--- config.mk ---
export PLATFORM = sky130hd
export DESIGN_NAME = lcd_spi_sched
export DESIGN_NICKNAME = d
export VERILOG_FILES = /design/src/rtl/lcd_spi_pkg.sv /design/src/rtl/lcd_spi_byte_tx.sv /design/src/rtl/lcd_spi_sched.sv
export SDC_FILE = /design/constraint.sdc
export NUM_CORES = 1
export LEC_CHECK = 0
export BUFFER_PORTS_ARGS = -buffer_cell sky130_fd_sc_hd__buf_2
export CAP_MARGIN = 15
export CORE_MARGIN = 8
export CORE_UTILIZATION = 47
export CTS_BUF_LIST = sky130_fd_sc_hd__clkbuf_8
export CTS_CLUSTER_SIZE = 14
export DETAILED_ROUTE_END_ITERATION = 16
export GPL_ROUTABILITY_DRIVEN = 0
export PLACE_DENSITY = 0.71
export SYNTH_ARGS = -nofsm -noshare
export SYNTH_HDL_FRONTEND = slang
export SYNTH_SLANG_ARGS = --single-unit
--- constraint.sdc ---
create_clock -name clk -period 1.8 [get_ports clk]
set_input_delay 0.36 -clock clk [delete_from_list [all_inputs] [get_ports clk]]
set_output_delay 0.36 -clock clk [all_outputs]
set_load 0.02 [all_outputs]
--- src/rtl/lcd_spi_pkg.sv ---
// Shared types and widths for the SPI LCD link scheduler.
package lcd_spi_pkg;

    localparam int unsigned LCD_BYTE_W = 8;
    localparam int unsigned LCD_RS_BIT = 8;
    localparam int unsigned LCD_CMD_W  = 9;

    typedef enum logic [2:0] {
        IDLE,
        LOAD,
        SHIFT,
        CS_HOLD,
        GAP
    } state_e;

endpackage

--- src/rtl/lcd_spi_byte_tx.sv ---
// SCK divider and MSB-first byte shifter: mode 0, SCK idle low, data changes only
// at the start of each low phase; done_c_o marks the edge that ends bit 0's high phase.
module lcd_spi_byte_tx
    import lcd_spi_pkg::*;
#(
    parameter int unsigned CLK_DIV = 2
) (
    input  logic                  clk,
    input  logic                  reset,
    input  logic                  start_i,
    input  logic [LCD_BYTE_W-1:0] byte_i,
    input  logic                  release_i,
    output logic                  sck_o,
    output logic                  sdo_o,
    output logic                  done_c_o
);

    localparam int unsigned HW = $clog2(CLK_DIV + 1);

    logic                  active_q;
    logic                  sck_q;
    logic                  sdo_q;
    logic [LCD_BYTE_W-2:0] sh_q;
    logic [HW-1:0]         half_q;
    logic [2:0]            bit_q;
    logic                  phase_end_c;

    assign phase_end_c = active_q && (half_q == '0);
    assign done_c_o    = phase_end_c && sck_q && (bit_q == 3'd0);
    assign sck_o       = sck_q;
    assign sdo_o       = sdo_q;

    // MSB goes out on the load edge; remaining bits wait in sh_q
    always_ff @(posedge clk) begin
        if (reset) begin
            active_q <= 1'b0;
            sck_q    <= 1'b0;
            sdo_q    <= 1'b1;
            sh_q     <= '0;
            half_q   <= '0;
            bit_q    <= 3'd0;
        end else if (start_i) begin
            active_q <= 1'b1;
            sck_q    <= 1'b0;
            sdo_q    <= byte_i[LCD_BYTE_W-1];
            sh_q     <= byte_i[LCD_BYTE_W-2:0];
            half_q   <= HW'(CLK_DIV - 1);
            bit_q    <= 3'd7;
        end else if (release_i) begin
            sdo_q <= 1'b1;
        end else if (phase_end_c) begin
            half_q <= HW'(CLK_DIV - 1);
            if (!sck_q) begin
                sck_q <= 1'b1;
            end else begin
                sck_q <= 1'b0;
                if (bit_q == 3'd0) begin
                    active_q <= 1'b0;
                end else begin
                    bit_q <= bit_q - 3'd1;
                    sdo_q <= sh_q[LCD_BYTE_W-2];
                    sh_q  <= {sh_q[LCD_BYTE_W-3:0], 1'b0};
                end
            end
        end else if (active_q) begin
            half_q <= half_q - HW'(1);
        end
    end

endmodule

--- src/rtl/lcd_spi_sched.sv ---
// Burst arbiter sharing one SPI LCD link between two byte-stream requesters.
// LCD_SPI_RR_EN selects round-robin arbitration; otherwise req0 has fixed priority.
module lcd_spi_sched
    import lcd_spi_pkg::*;
#(
    parameter int unsigned CLK_DIV = 2,
    parameter int unsigned CS_GAP  = 3
) (
    input  logic                 clk,
    input  logic                 reset,
    input  logic                 req0_valid_i,
    input  logic [LCD_CMD_W-1:0] req0_data_i,
    input  logic                 req0_last_i,
    output logic                 req0_ready_o,
    input  logic                 req1_valid_i,
    input  logic [LCD_CMD_W-1:0] req1_data_i,
    input  logic                 req1_last_i,
    output logic                 req1_ready_o,
    output logic [1:0]           grant_o,
    output logic                 busy_o,
    output logic                 lcd_cs_o,
    output logic                 lcd_clk_o,
    output logic                 lcd_rs_o,
    output logic                 lcd_data_o
);

    localparam int unsigned HW = $clog2(CLK_DIV + 1);
    localparam int unsigned GW = $clog2(CS_GAP + 1);

    state_e               state_q;
    logic [1:0]           grant_q;
    logic                 busy_q;
    logic                 cs_q;
    logic                 rs_q;
    logic                 last_q;
    logic [HW-1:0]        hold_q;
    logic [GW-1:0]        gap_q;

    logic [1:0]           win_c;
    logic                 sel_valid_c;
    logic                 sel_last_c;
    logic [LCD_CMD_W-1:0] sel_data_c;
    logic                 xfer_c;
    logic                 release_c;
    logic                 done_c;

`ifdef LCD_SPI_RR_EN
    logic rr_last_q;

    // rr_last_q holds the previous winner; a tie goes to the other requester
    always_comb begin
        win_c = 2'b00;
        if (req0_valid_i && req1_valid_i) begin
            win_c = rr_last_q ? 2'b01 : 2'b10;
        end else if (req0_valid_i) begin
            win_c = 2'b01;
        end else if (req1_valid_i) begin
            win_c = 2'b10;
        end
    end

    always_ff @(posedge clk) begin
        if (reset) begin
            rr_last_q <= 1'b1;
        end else if ((state_q == IDLE) && (win_c != 2'b00)) begin
            rr_last_q <= win_c[1];
        end
    end
`else
    always_comb begin
        win_c = 2'b00;
        if (req0_valid_i) begin
            win_c = 2'b01;
        end else if (req1_valid_i) begin
            win_c = 2'b10;
        end
    end
`endif

    // Route the granted requester's stream to the shifter
    always_comb begin
        sel_valid_c = 1'b0;
        sel_last_c  = 1'b0;
        sel_data_c  = '0;
        if (grant_q[0]) begin
            sel_valid_c = req0_valid_i;
            sel_last_c  = req0_last_i;
            sel_data_c  = req0_data_i;
        end else if (grant_q[1]) begin
            sel_valid_c = req1_valid_i;
            sel_last_c  = req1_last_i;
            sel_data_c  = req1_data_i;
        end
    end

    assign xfer_c       = (state_q == LOAD) && sel_valid_c;
    assign release_c    = (state_q == CS_HOLD) && (hold_q == '0);
    assign req0_ready_o = (state_q == LOAD) && grant_q[0] && req0_valid_i;
    assign req1_ready_o = (state_q == LOAD) && grant_q[1] && req1_valid_i;

    always_ff @(posedge clk) begin
        if (reset) begin
            state_q <= IDLE;
            grant_q <= 2'b00;
            busy_q  <= 1'b0;
            cs_q    <= 1'b1;
            rs_q    <= 1'b1;
            last_q  <= 1'b0;
            hold_q  <= '0;
            gap_q   <= '0;
        end else begin
            case (state_q)
                IDLE: begin
                    if (win_c != 2'b00) begin
                        grant_q <= win_c;
                        busy_q  <= 1'b1;
                        cs_q    <= 1'b0;
                        state_q <= LOAD;
                    end
                end
                LOAD: begin
                    if (xfer_c) begin
                        rs_q    <= sel_data_c[LCD_RS_BIT];
                        last_q  <= sel_last_c;
                        state_q <= SHIFT;
                    end
                end
                SHIFT: begin
                    if (done_c) begin
                        if (last_q) begin
                            hold_q  <= HW'(CLK_DIV - 1);
                            state_q <= CS_HOLD;
                        end else begin
                            state_q <= LOAD;
                        end
                    end
                end
                CS_HOLD: begin
                    if (hold_q == '0) begin
                        cs_q    <= 1'b1;
                        rs_q    <= 1'b1;
                        gap_q   <= GW'(CS_GAP - 1);
                        state_q <= GAP;
                    end else begin
                        hold_q <= hold_q - HW'(1);
                    end
                end
                GAP: begin
                    if (gap_q == '0) begin
                        grant_q <= 2'b00;
                        busy_q  <= 1'b0;
                        state_q <= IDLE;
                    end else begin
                        gap_q <= gap_q - GW'(1);
                    end
                end
                default: state_q <= IDLE;
            endcase
        end
    end

    lcd_spi_byte_tx #(
        .CLK_DIV (CLK_DIV)
    ) u_byte_tx (
        .clk       (clk),
        .reset     (reset),
        .start_i   (xfer_c),
        .byte_i    (sel_data_c[LCD_BYTE_W-1:0]),
        .release_i (release_c),
        .sck_o     (lcd_clk_o),
        .sdo_o     (lcd_data_o),
        .done_c_o  (done_c)
    );

    assign grant_o  = grant_q;
    assign busy_o   = busy_q;
    assign lcd_cs_o = cs_q;
    assign lcd_rs_o = rs_q;

endmodule

==> out/metrics.yaml, run 1 <==
status:
  status: "finished clean"
floorplanning:
  die_area_um2: 5300
  core_area_um2: 3050
  io_pins: 33
  fp.dieW_um: 72.8
  die_y_um: 72.8
  start_util: 0.496
  rows: 20
synthesis:
  synthesis.nets: 188
  synth_compound_area_frac: 0.254
  synth_top_family_by_area: "compound AO/OA/AOI/OAI gates"
  synth_cells: 160
  synthFlopType: "dfxtp_1"
  synth_edf_count: 0
  netlist_top_cells_count: "dfxtp_1 (28), nor2_1 (12), a21oi_1 (11), nand2_1 (11), inv_1 (9)"
  ys_seq_area_frac: 0.370
  synthAdderAreaFrac: 0.0330
  syn_area_per_cell_um2: 9.47
  synth_largest_area_cell: "dfxtp_1"
  yosys.area.top_type_share: 0.370
  synthMostInstantiatedCell: "dfxtp_1"
  synth.area.mux_share: 0.0570
  yosys_warnings: 0
  async_reset_ff_frac: 0
  ys_types: 49
  synthSimpleGateAreaFrac: 0.191
  synthesis.area_um2: 1520
  synth_seq_cells: 28
  synth_xor_area_frac: 0.0231
  yosys-top-cells-area: "dfxtp_1 (37%), a221oi_2 (7.9%), mux2i_1 (4.0%)"
critical_path:
  crit_arrival_ns: 1.37
  end_kind: "output pin"
  worst-path-max-fanout: 4
  worstSetupPathType: "reg2out"
  r2r-end: "u_byte_tx.sh_q[1]"
  crit_path_end: "req1_ready_o"
  worstRegToRegCells: 5
  r2r_slack_ns: 0.15
  critPathLaunchType: "flip-flop"
  setup.worst_path.start: "state_q[1]"
  crit_required_ns: 1.44
  r2r-start: "u_byte_tx.half_q[0]"
grt:
  antenna_found_initial: 0
  grt_pass1_wl_um: 6000
  grt_max_degree: 28
  grt_pass1_vias: 1383
  grt_usage: 0.141
  gr-total-overflow: 0
timing:
  period_share: 0.959
  worst_pin_slew_ns: 0.524
  finalHoldViolations: 0
  final.setup.tns_ns: 0
  rsz0062_at_grt: "no"
  whs_ns: 0.387
  fmax_ghz: 0.580
  setup_viol: 0
  slew_violations: 0
  period_needed_ns: 1.73
  finClkSkew_ns: 0.00370
  max_slew_margin: 0.651
routing:
  drt_iter0_markers: 63
  drtPass1Iterations: 4
  vias: 1335
  routed_wl_um: 3530
  drc_errors: 0
  ant_nets: 0
  wl_per_cell_um: 14.6
  viasPerCell: 5.54
placement:
  dpl.hpwl_um: 2680
  io_buffer_count: 32
  placed_cells: 237
  place_area_um2: 1760
clock_tree:
  cts-resized-gates: 0
  htree_levels: 1
  clockRootBuffer: "clkbuf_8"
  cts_tree: "done"
  cts_made_buffers: 3
  ctsHoldBuffers: 0
  clock_latency_ns: 0.28
  cts_setup_buffers: 0
  cts_buffer_depth: 2
  cts.sinks: 28
  clkTransAtPathRegs_ns: 0.09
layout:
  drive_gt1_frac: 0.330
  fin_area_um2: 1820
  antenna_cells: 0
  nets: 226
  syn_to_final_growth_pct: 20.1
  finalNonFillerCells: 241
  final_core_util: 0.596
power_and_ir_drop:
  pwr_density_cell_nw_per_um2: 731
  leakage_nw: 0.783
  peakVddDrop_uv: 311
min_path:
  hold_path_startpoint: "req1_data_i[0]"
  holdCritPathClass: "in2reg"
job:
  cap_violations: 0
==> worst min-delay path by stage <==
stage                           to  slack [ns]  cells past startpoint
6_report         u_byte_tx.sh_q[0]        0.39                      3
5_1_grt                     last_q        0.38                      3
4_1_cts          u_byte_tx.sh_q[0]        0.38                      3
3_5_place_dp              gap_q[1]        0.47                      2
3_3_place_gp             hold_q[1]        0.46                      2
2_1_floorplan  u_byte_tx.half_q[1]        0.45                      2
==> placed cells by master (no fill, tap or decap), drive strengths merged, types with 2 or more instances in the layout <==
master  count
ha          4
clkbuf      4
nor2       12
nor2b       3
dfxtp      28
or3         2
buf        45
xor2        2
nor3        8
a221oi      9
nor4b       2
nand3       3
o21ai       6
a21oi      12
xnor2       2
mux2i       6
nand2b      2
nand2      11
inv         9
a211oi      6
==> state kept, by name (all words and copies together) (netlist names) <==
signal / count
u_byte_tx.sh_q: 7
state_q: 3
u_byte_tx.bit_q: 3
gap_q: 2
grant_o: 2
hold_q: 2
u_byte_tx.half_q: 2
busy_o: 1
last_q: 1
lcd_cs_o: 1
lcd_rs_o: 1
u_byte_tx.active_q: 1
u_byte_tx.sck_o: 1
u_byte_tx.sdo_o: 1
==> logic make-up after synthesis <==
kind of cell             count (synthesis)
AND/OR/NAND/NOR                         51
adder cells (fa/ha/maj)                  4
AO/OA/AOI/OAI                           45
flip-flops                              28
multiplexers                             7
buffers and inverters                   21
XOR/XNOR                                 4
==> through the flow <==
step | total power [mW] | setup WS [ns]
after detailed placement | 0.948 | 0.114
after CTS | 1.34 | 0.0901
final | 1.33 | 0.0747
after global routing | 1.39 | 0.0260
after global placement | 0.939 | 0.163
after floorplan | 0.860 | 0.281
==> routing by layer <==
metal | global-route usage | up-vias | routed length, um
li1 | - | 670 | -
met1 | 0.171 | 632 | 1680
met2 | 0.230 | 28 | 1650
met3 | 0.0316 | 5 | 147
met4 | 0.0644 | 0 | 53
met5 | 0 | - | 0
==> final cells by class <==
cell class                 instances  area (um2)
fill                             287        1230
tap                               44        55.1
sequential                        28         561
inverter                           9        33.8
clock buffer                       4        55.1
timing repair buffer              45         270
multi-input combinational        111         846
==> where the power goes <==
part / switching, mW / internal (mW)
Sequential: 0.0209 / 0.654
Combinational: 0.149 / 0.111
Clock: 0.200 / 0.196
==> critical path, stage by stage, from the launching register on <==
cell	delay, ns
dfxtp_1	0.33
or3b_4	0.43
nor2_1	0.14
buf_2	0.19
Note: power is estimated with default switching activity, not from simulation.
==> run 2: changes to the inputs <==
--- a/config.mk
+++ b/config.mk
@@ -8,12 +8,12 @@
 export BUFFER_PORTS_ARGS = -buffer_cell sky130_fd_sc_hd__buf_2
 export CAP_MARGIN = 15
 export CORE_MARGIN = 8
-export CORE_UTILIZATION = 47
+export CORE_UTILIZATION = 55
 export CTS_BUF_LIST = sky130_fd_sc_hd__clkbuf_8
 export CTS_CLUSTER_SIZE = 14
 export DETAILED_ROUTE_END_ITERATION = 16
 export GPL_ROUTABILITY_DRIVEN = 0
-export PLACE_DENSITY = 0.71
+export PLACE_DENSITY = 0.81
 export SYNTH_ARGS = -nofsm -noshare
 export SYNTH_HDL_FRONTEND = slang
 export SYNTH_SLANG_ARGS = --single-unit
==> run 2 against run 1 <==
Fmax rose by 1.4%. Largest cell class unchanged. First-iteration DRC count rose by 16%. Critical endpoint is now req0_ready_o. Combinational power barely moved. Cell count fell by 6.6%.
==> out/metrics.yaml, run 2 (synthesis gave the netlist of run 1 again) <==
status:
  status: "finished clean"
placement:
  dpl.hpwl_um: 2740  # +2.4%
  placed_cells: 221  # -6.8%
  io_buffer_count: 32  # unchanged
  place_area_um2: 1710  # -2.9%
power_and_ir_drop:
  leakage_nw: 0.770  # -1.7%
  clock_power_share: 0.355  # +0.057
  seqPwrFrac: 0.467  # -0.040
  pwr_density_cell_nw_per_um2: 810  # +11%
  peakVddDrop_uv: 538  # +73%
  netSwitchingFraction: 0.267  # -0.0106
  combPwrFrac: 0.178  # -0.017
  switching_power_mw: 0.386  # +4.6%
  p_int_mw: 1.06  # +10%
layout:
  drive_gt1_frac: 0.320  # -0.0104
  mostFrequentLayoutCell: "buf_2"
  fin_area_um2: 1790  # -1.9%
  fillers: 226  # -21%
  antenna_cells: 0  # unchanged
  top_register: "u_byte_tx.sh_q"
  finalNonFillerCells: 225  # -6.6%
  final_core_util: 0.665  # +0.0683
  reg_top3: "u_byte_tx.sh_q: 7 flops, state_q: 3 flops, u_byte_tx.bit_q: 3 flops"
  most-common-layout-cells: "buf_2 (32), dfxtp_1 (28), nor2_1 (12)"
  largest_reg_flops: 7  # unchanged
  syn_to_final_growth_pct: 17.8
  nets: 223  # -1.3%
critical_path:
  worstRegToRegCells: 7  # +2
  end_kind: "output pin"
  crit_arrival_ns: 1.34  # -0.03 ns
  r2r_slack_ns: 0.19  # +0.04 ns
  path_buf_inv: 1  # unchanged
  critPathLaunchType: "flip-flop"
  worstSetupPathType: "reg2out"
  critical-path-slowest-cell: "or3b_4"
  worst-path-max-fanout: 4  # unchanged
  worstPathCellList: "or3b_4 > nor2_1 > buf_2"
  crit_required_ns: 1.44  # about the same
  r2r-end: "u_byte_tx.sh_q[2]"
  cpPeakStageDelay_ns: 0.43  # about the same
  r2r-start: "hold_q[0]"
  critPathTopFamily: "simple AND/OR/NAND/NOR gates"
min_path:
  min_to: "u_byte_tx.sh_q[0]"
  hold_path_startpoint: "req1_data_i[0]"
  holdCritPathClass: "in2reg"
  min_path_cells: 3  # unchanged
timing:
  final.setup.tns_ns: 0  # unchanged
  whs_ns: 0.359  # -0.0276 ns
  period_share: 0.945  # -0.0132
  fmax_ghz: 0.588  # +1.4%
  finalHoldViolations: 0  # unchanged
  max_slew_margin: 0.652  # +0.00117
  period_needed_ns: 1.70  # -0.0237 ns
  finClkSkew_ns: 0.00351  # -0.000193 ns
  worst_pin_slew_ns: 0.522  # -0.00175 ns
  setup_viol: 0  # unchanged
  rsz0062_at_grt: "no"
  slew_violations: 0  # unchanged
grt:
  grt_pass1_wl_um: 5940  # -0.93%
  grt_usage: 0.164  # +0.0233
  grt_pass1_vias: 1302  # -5.9%
  antenna_found_initial: 0  # unchanged
  grt_max_degree: 28  # unchanged
  gr-total-overflow: 0  # unchanged
routing:
  drtPass1Iterations: 4  # unchanged
  ant_nets: 0  # unchanged
  vias: 1363  # +2.1%
  viasPerCell: 6.06  # +9.4%
  drc_errors: 0  # unchanged
  routed_wl_um: 3690  # +4.6%
  wl_per_cell_um: 16.4  # +12%
  drt_iter0_markers: 73  # +16%
clock_tree:
  ctsHoldBuffers: 0  # unchanged
  cts.sinks: 28  # unchanged
  clkTransAtPathRegs_ns: 0.10  # about the same
  cts_tree: "done"
  cts_buffer_depth: 2  # unchanged
  clockRootBuffer: "clkbuf_8"
  clock_latency_ns: 0.29  # about the same
  cts_made_buffers: 3  # unchanged
  cts_setup_buffers: 0  # unchanged
  htree_levels: 1  # unchanged
floorplanning:
  rows: 19  # -5.0%
  core_area_um2: 2690  # -12%
  start_util: 0.564  # +0.0677
  io_pins: 33  # unchanged
  fp.dieW_um: 68.5  # -5.9%
  die_y_um: 68.5  # -5.9%
  die_area_um2: 4690  # -11%
job:
  cap_violations: 0  # unchanged
[run 2: changes by cell type in the layout (fill, tap and decap cells not counted)]
cell and delta:
clkbuf_8 -1, buf_4 -2, buf_12 -1, bufinv_16 +1
[run 2: what timing repair did]
item / 4_1_cts / 5_1_grt
hold endpoints to repair: 0 / 0
endpoints found under the setup margin: 0 / 5
gates resized for setup: 0 / 1
[run 2: worst min-delay path, stage by stage]
cell and delay [ns]:
buf_2 0.09, a221oi_2 0.05, nor3_1 0.11
[run 2: power by group through the flow]
stage | sequential [mW] | combinational, mW | clock [mW]
4_1_cts | 0.676 | 0.257 | 0.514
3_5_place_dp | 0.690 | 0.256 | 0
3_3_place_gp | 0.687 | 0.244 | 0
5_1_grt | 0.680 | 0.279 | 0.546
6_report | 0.675 | 0.258 | 0.513
2_1_floorplan | 0.702 | 0.158 | 0
[run 2: worst max path at each step]
stage               depth (start not counted)                 to       start  slack (ns)
floorplan                                   6  u_byte_tx.sh_q[1]  state_q[1]        0.28
global placement                            4  u_byte_tx.sh_q[6]  state_q[1]        0.20
detailed placement                          4  u_byte_tx.sh_q[5]  state_q[1]        0.08
CTS                                         4  u_byte_tx.sh_q[6]  state_q[1]        0.06
global route                                3       req1_ready_o  state_q[1]        0.04
finish                                      3       req0_ready_o  state_q[1]         0.1
[run 2: final cells by class]
cell class	instances	area, um2	area share
inverter	9	33.8	0.0189
clock buffer	3	41.3	0.0231
clock inverter	1	30.0	0.0168
timing repair buffer	42	235	0.132
sequential	28	561	0.314
tap	31	38.8	0.0217
multi-input combinational	111	846	0.474
[run 2: metrics by stage]
stage                     worst slack (ns)  power, mW
after floorplan                      0.281      0.860
after global placement               0.196      0.932
after detailed placement            0.0777      0.946
after CTS                           0.0634       1.45
after global routing                0.0361       1.51
final                               0.0984       1.45
[run 2: per-layer routing]
metal  vias up  part of all wire  GRT usage
met2        43              0.50      0.271
met1       652              0.42      0.200
met4         0             0.017     0.0767
li1        662                 -          -
met5         -                 0          0
met3         6             0.058     0.0327
==> run 3: changes to the inputs <==
--- a/config.mk
+++ b/config.mk
@@ -5,6 +5,7 @@
 export SDC_FILE = /design/constraint.sdc
 export NUM_CORES = 1
 export LEC_CHECK = 0
+export ABC_AREA = 1
 export BUFFER_PORTS_ARGS = -buffer_cell sky130_fd_sc_hd__buf_2
 export CAP_MARGIN = 15
 export CORE_MARGIN = 8
@@ -13,7 +14,7 @@
 export CTS_CLUSTER_SIZE = 14
 export DETAILED_ROUTE_END_ITERATION = 16
 export GPL_ROUTABILITY_DRIVEN = 0
-export PLACE_DENSITY = 0.81
+export PLACE_DENSITY = 0.8
 export SYNTH_ARGS = -nofsm -noshare
 export SYNTH_HDL_FRONTEND = slang
 export SYNTH_SLANG_ARGS = --single-unit
==> run 3 against run 2 <==
Total power up 66%. Wire length up 0.76%. Fmax up 3.0%. Hold slack worse by 0.021 ns. Synthesized cell count up 56%. Sequential share of layout area down 0.69 points. Non-clock buffer count down 6. Register-to-register slack better by 0.20 ns. Clock skew down 0.00078 ns. Utilization down 0.27 points. Largest cell class unchanged.
==> out/metrics.yaml, run 3 <==
status:
  status: "finished clean"
synthesis:
  synthesis.area_um2: 1580  # +4.5%
  ys_types: 22  # -55%
  yosys-top-cells-area: "dfxtp_1 (35%), nand2_1 (17%), nor2_1 (8.1%)"
  synthesis.nets: 278  # +48%
  synth_seq_cells: 28  # unchanged
  ys_seq_area_frac: 0.354  # -0.0158
  yosys_warnings: 0  # unchanged
  async_reset_ff_frac: 0  # unchanged
  synth_edf_count: 0  # unchanged
  synth_cells: 250  # +56%
  synthMostInstantiatedCell: "nand2_1"
  netlist_top_cells_count: "nand2_1 (71), nor2_1 (34), inv_1 (33), dfxtp_1 (28), nand3_1 (24)"
  yosys.area.top_type_share: 0.354  # -0.0158
  synthFlopType: "dfxtp_1"
  syn_area_per_cell_um2: 6.33  # -33%
  synth_largest_area_cell: "dfxtp_1"
routing:
  drc_errors: 0  # unchanged
  viasPerCell: 5.08  # -16%
  ant_nets: 0  # unchanged
  drt_iter0_markers: 67  # -8.2%
  drtPass1Iterations: 4  # unchanged
  routed_wl_um: 3720  # +0.76%
  wl_per_cell_um: 11.8  # -28%
  vias: 1596  # +17%
layout:
  nets: 312  # +40%
  largest_reg_flops: 7  # unchanged
  most-common-layout-cells: "nand2_1 (71), nor2_1 (34), inv_1 (33)"
  antenna_cells: 0  # unchanged
  drive_gt1_frac: 0.180  # -0.139
  top_register: "u_byte_tx.sh_q"
  syn_to_final_growth_pct: 15.3
  reg_top3: "u_byte_tx.sh_q: 7 flops, state_q: 3 flops, u_byte_tx.bit_q: 3 flops"
  finalNonFillerCells: 314  # +40%
  mostFrequentLayoutCell: "nand2_1"
  fillers: 264  # +17%
floorplanning:
  io_pins: 33  # unchanged
  start_util: 0.574  # +0.00991
  core_area_um2: 2760  # +2.7%
  die_area_um2: 4850  # +3.4%
  fp.dieW_um: 69.6  # +1.7%
  die_y_um: 69.6  # +1.7%
  rows: 19  # unchanged
critical_path:
  crit_path_end: "req0_ready_o"
  r2r-start: "state_q[2]"
  crit_required_ns: 1.44  # about the same
  crit_arrival_ns: 1.29  # -0.05 ns
  end_kind: "output pin"
  setup.worst_path.start: "state_q[2]"
  worstSetupPathType: "reg2out"
  critPathLaunchType: "flip-flop"
  r2r-end: "gap_q[1]"
  worst-path-max-fanout: 7  # +3
  r2r_slack_ns: 0.39  # +0.20 ns
  worstRegToRegCells: 8  # +1
grt:
  antenna_found_initial: 0  # unchanged
  grt_usage: 0.157  # -0.00770
  grt_pass1_wl_um: 6610  # +11%
  grt_max_degree: 17  # -39%
  grt_pass1_vias: 1632  # +25%
  gr-total-overflow: 0  # unchanged
clock_tree:
  cts_tree: "done"
  clockRootBuffer: "clkbuf_8"
  ctsHoldBuffers: 0  # unchanged
  clkTransAtPathRegs_ns: 0.10  # about the same
  htree_levels: 1  # unchanged
  cts_made_buffers: 3  # unchanged
  clock_latency_ns: 0.27  # -0.02 ns
  cts-resized-gates: 0  # unchanged
  cts_setup_buffers: 0  # unchanged
  cts_buffer_depth: 2  # unchanged
  cts.sinks: 28  # unchanged
timing:
  period_needed_ns: 1.65  # -0.0500 ns
  period_share: 0.918  # -0.0278
  finalHoldViolations: 0  # unchanged
  final.setup.tns_ns: 0  # unchanged
  setup_viol: 0  # unchanged
  slew_violations: 0  # unchanged
  fmax_ghz: 0.605  # +3.0%
  max_slew_margin: 0.786  # +0.134
  worst_pin_slew_ns: 0.320  # -0.202 ns
  rsz0062_at_grt: "no"
  finClkSkew_ns: 0.00273  # -0.000779 ns
power_and_ir_drop:
  peakVddDrop_uv: 884  # +64%
  power_mw: 2.40  # +66%
  pwr_density_cell_nw_per_um2: 1310  # +62%
  leakage_nw: 0.960  # +25%
min_path:
  min_path_cells: 3  # unchanged
  holdCritPathClass: "in2reg"
job:
  cap_violations: 0  # unchanged
placement:
  placed_cells: 310  # +40%
  io_buffer_count: 32  # unchanged
  dpl.hpwl_um: 2780  # +1.6%
-- run 3: worst min path at each step --
| stage | start | end |
|---|---|---|
| 2_1_floorplan | u_byte_tx.half_q[1] | u_byte_tx.half_q[1] |
| 3_3_place_gp | u_byte_tx.half_q[1] | u_byte_tx.half_q[1] |
| 3_5_place_dp | u_byte_tx.sh_q[0] | u_byte_tx.sh_q[0] |
| 4_1_cts | req0_last_i | last_q |
| 5_1_grt | reset | hold_q[1] |
| 6_report | req0_last_i | last_q |
-- run 3: report_power, final --
group          total [mW]  internal [mW]  switching [mW]
registers           0.891          0.782           0.108
logic                1.11          0.382           0.726
clock network       0.399          0.196           0.203
-- run 3: logic make-up (layout without fill, tap and decap cells) --
family / count (synthesis) / after routing / synth area share
simple gates: 144 / 144 / 0.400
buf+inv: 42 / 75 / 0.109
compound gates: 31 / 31 / 0.0996
flops: 28 / 28 / 0.354
fa+ha+maj: 4 / 4 / 0.0316
xor+xnor: 1 / 1 / 0.00553
-- run 3: stage by stage --
step | hold slack, ns | cell area (um2) | utilization | worst slack, ns
floorplan | 0.438 | 1580 | - | 0.260
global placement | 0.449 | 1770 | 0.642 | 0.423
detailed placement | 0.454 | 1770 | 0.642 | 0.404
CTS | 0.337 | 1830 | 0.662 | 0.143
global route | 0.376 | 1830 | 0.662 | 0.0924
finish | 0.338 | 1830 | 0.662 | 0.148
-- run 3: cell type report --
cell class	instances	area, um2	area share
sequential	28	561	0.307
multi-input combinational	180	850	0.465
tap	31	38.8	0.0212
timing repair buffer	36	190	0.104
inverter	35	131	0.0720
clock buffer	4	55.1	0.0302
-- run 3: worst max-delay path, cell delays in order, from the launching register on --
cell and delay (ns):
dfxtp_1 0.34, inv_2 0.12, nand3_1 0.23, nor2_1 0.15, buf_2 0.18
-- run 3: layer usage --
layer | global-route usage | share of wire | up-vias
li1 | - | - | 847
met4 | 0.0714 | 0.024 | 0
met1 | 0.191 | 0.47 | 691
met5 | 0 | 0 | -
met3 | 0.0358 | 0.061 | 11
met2 | 0.254 | 0.44 | 47
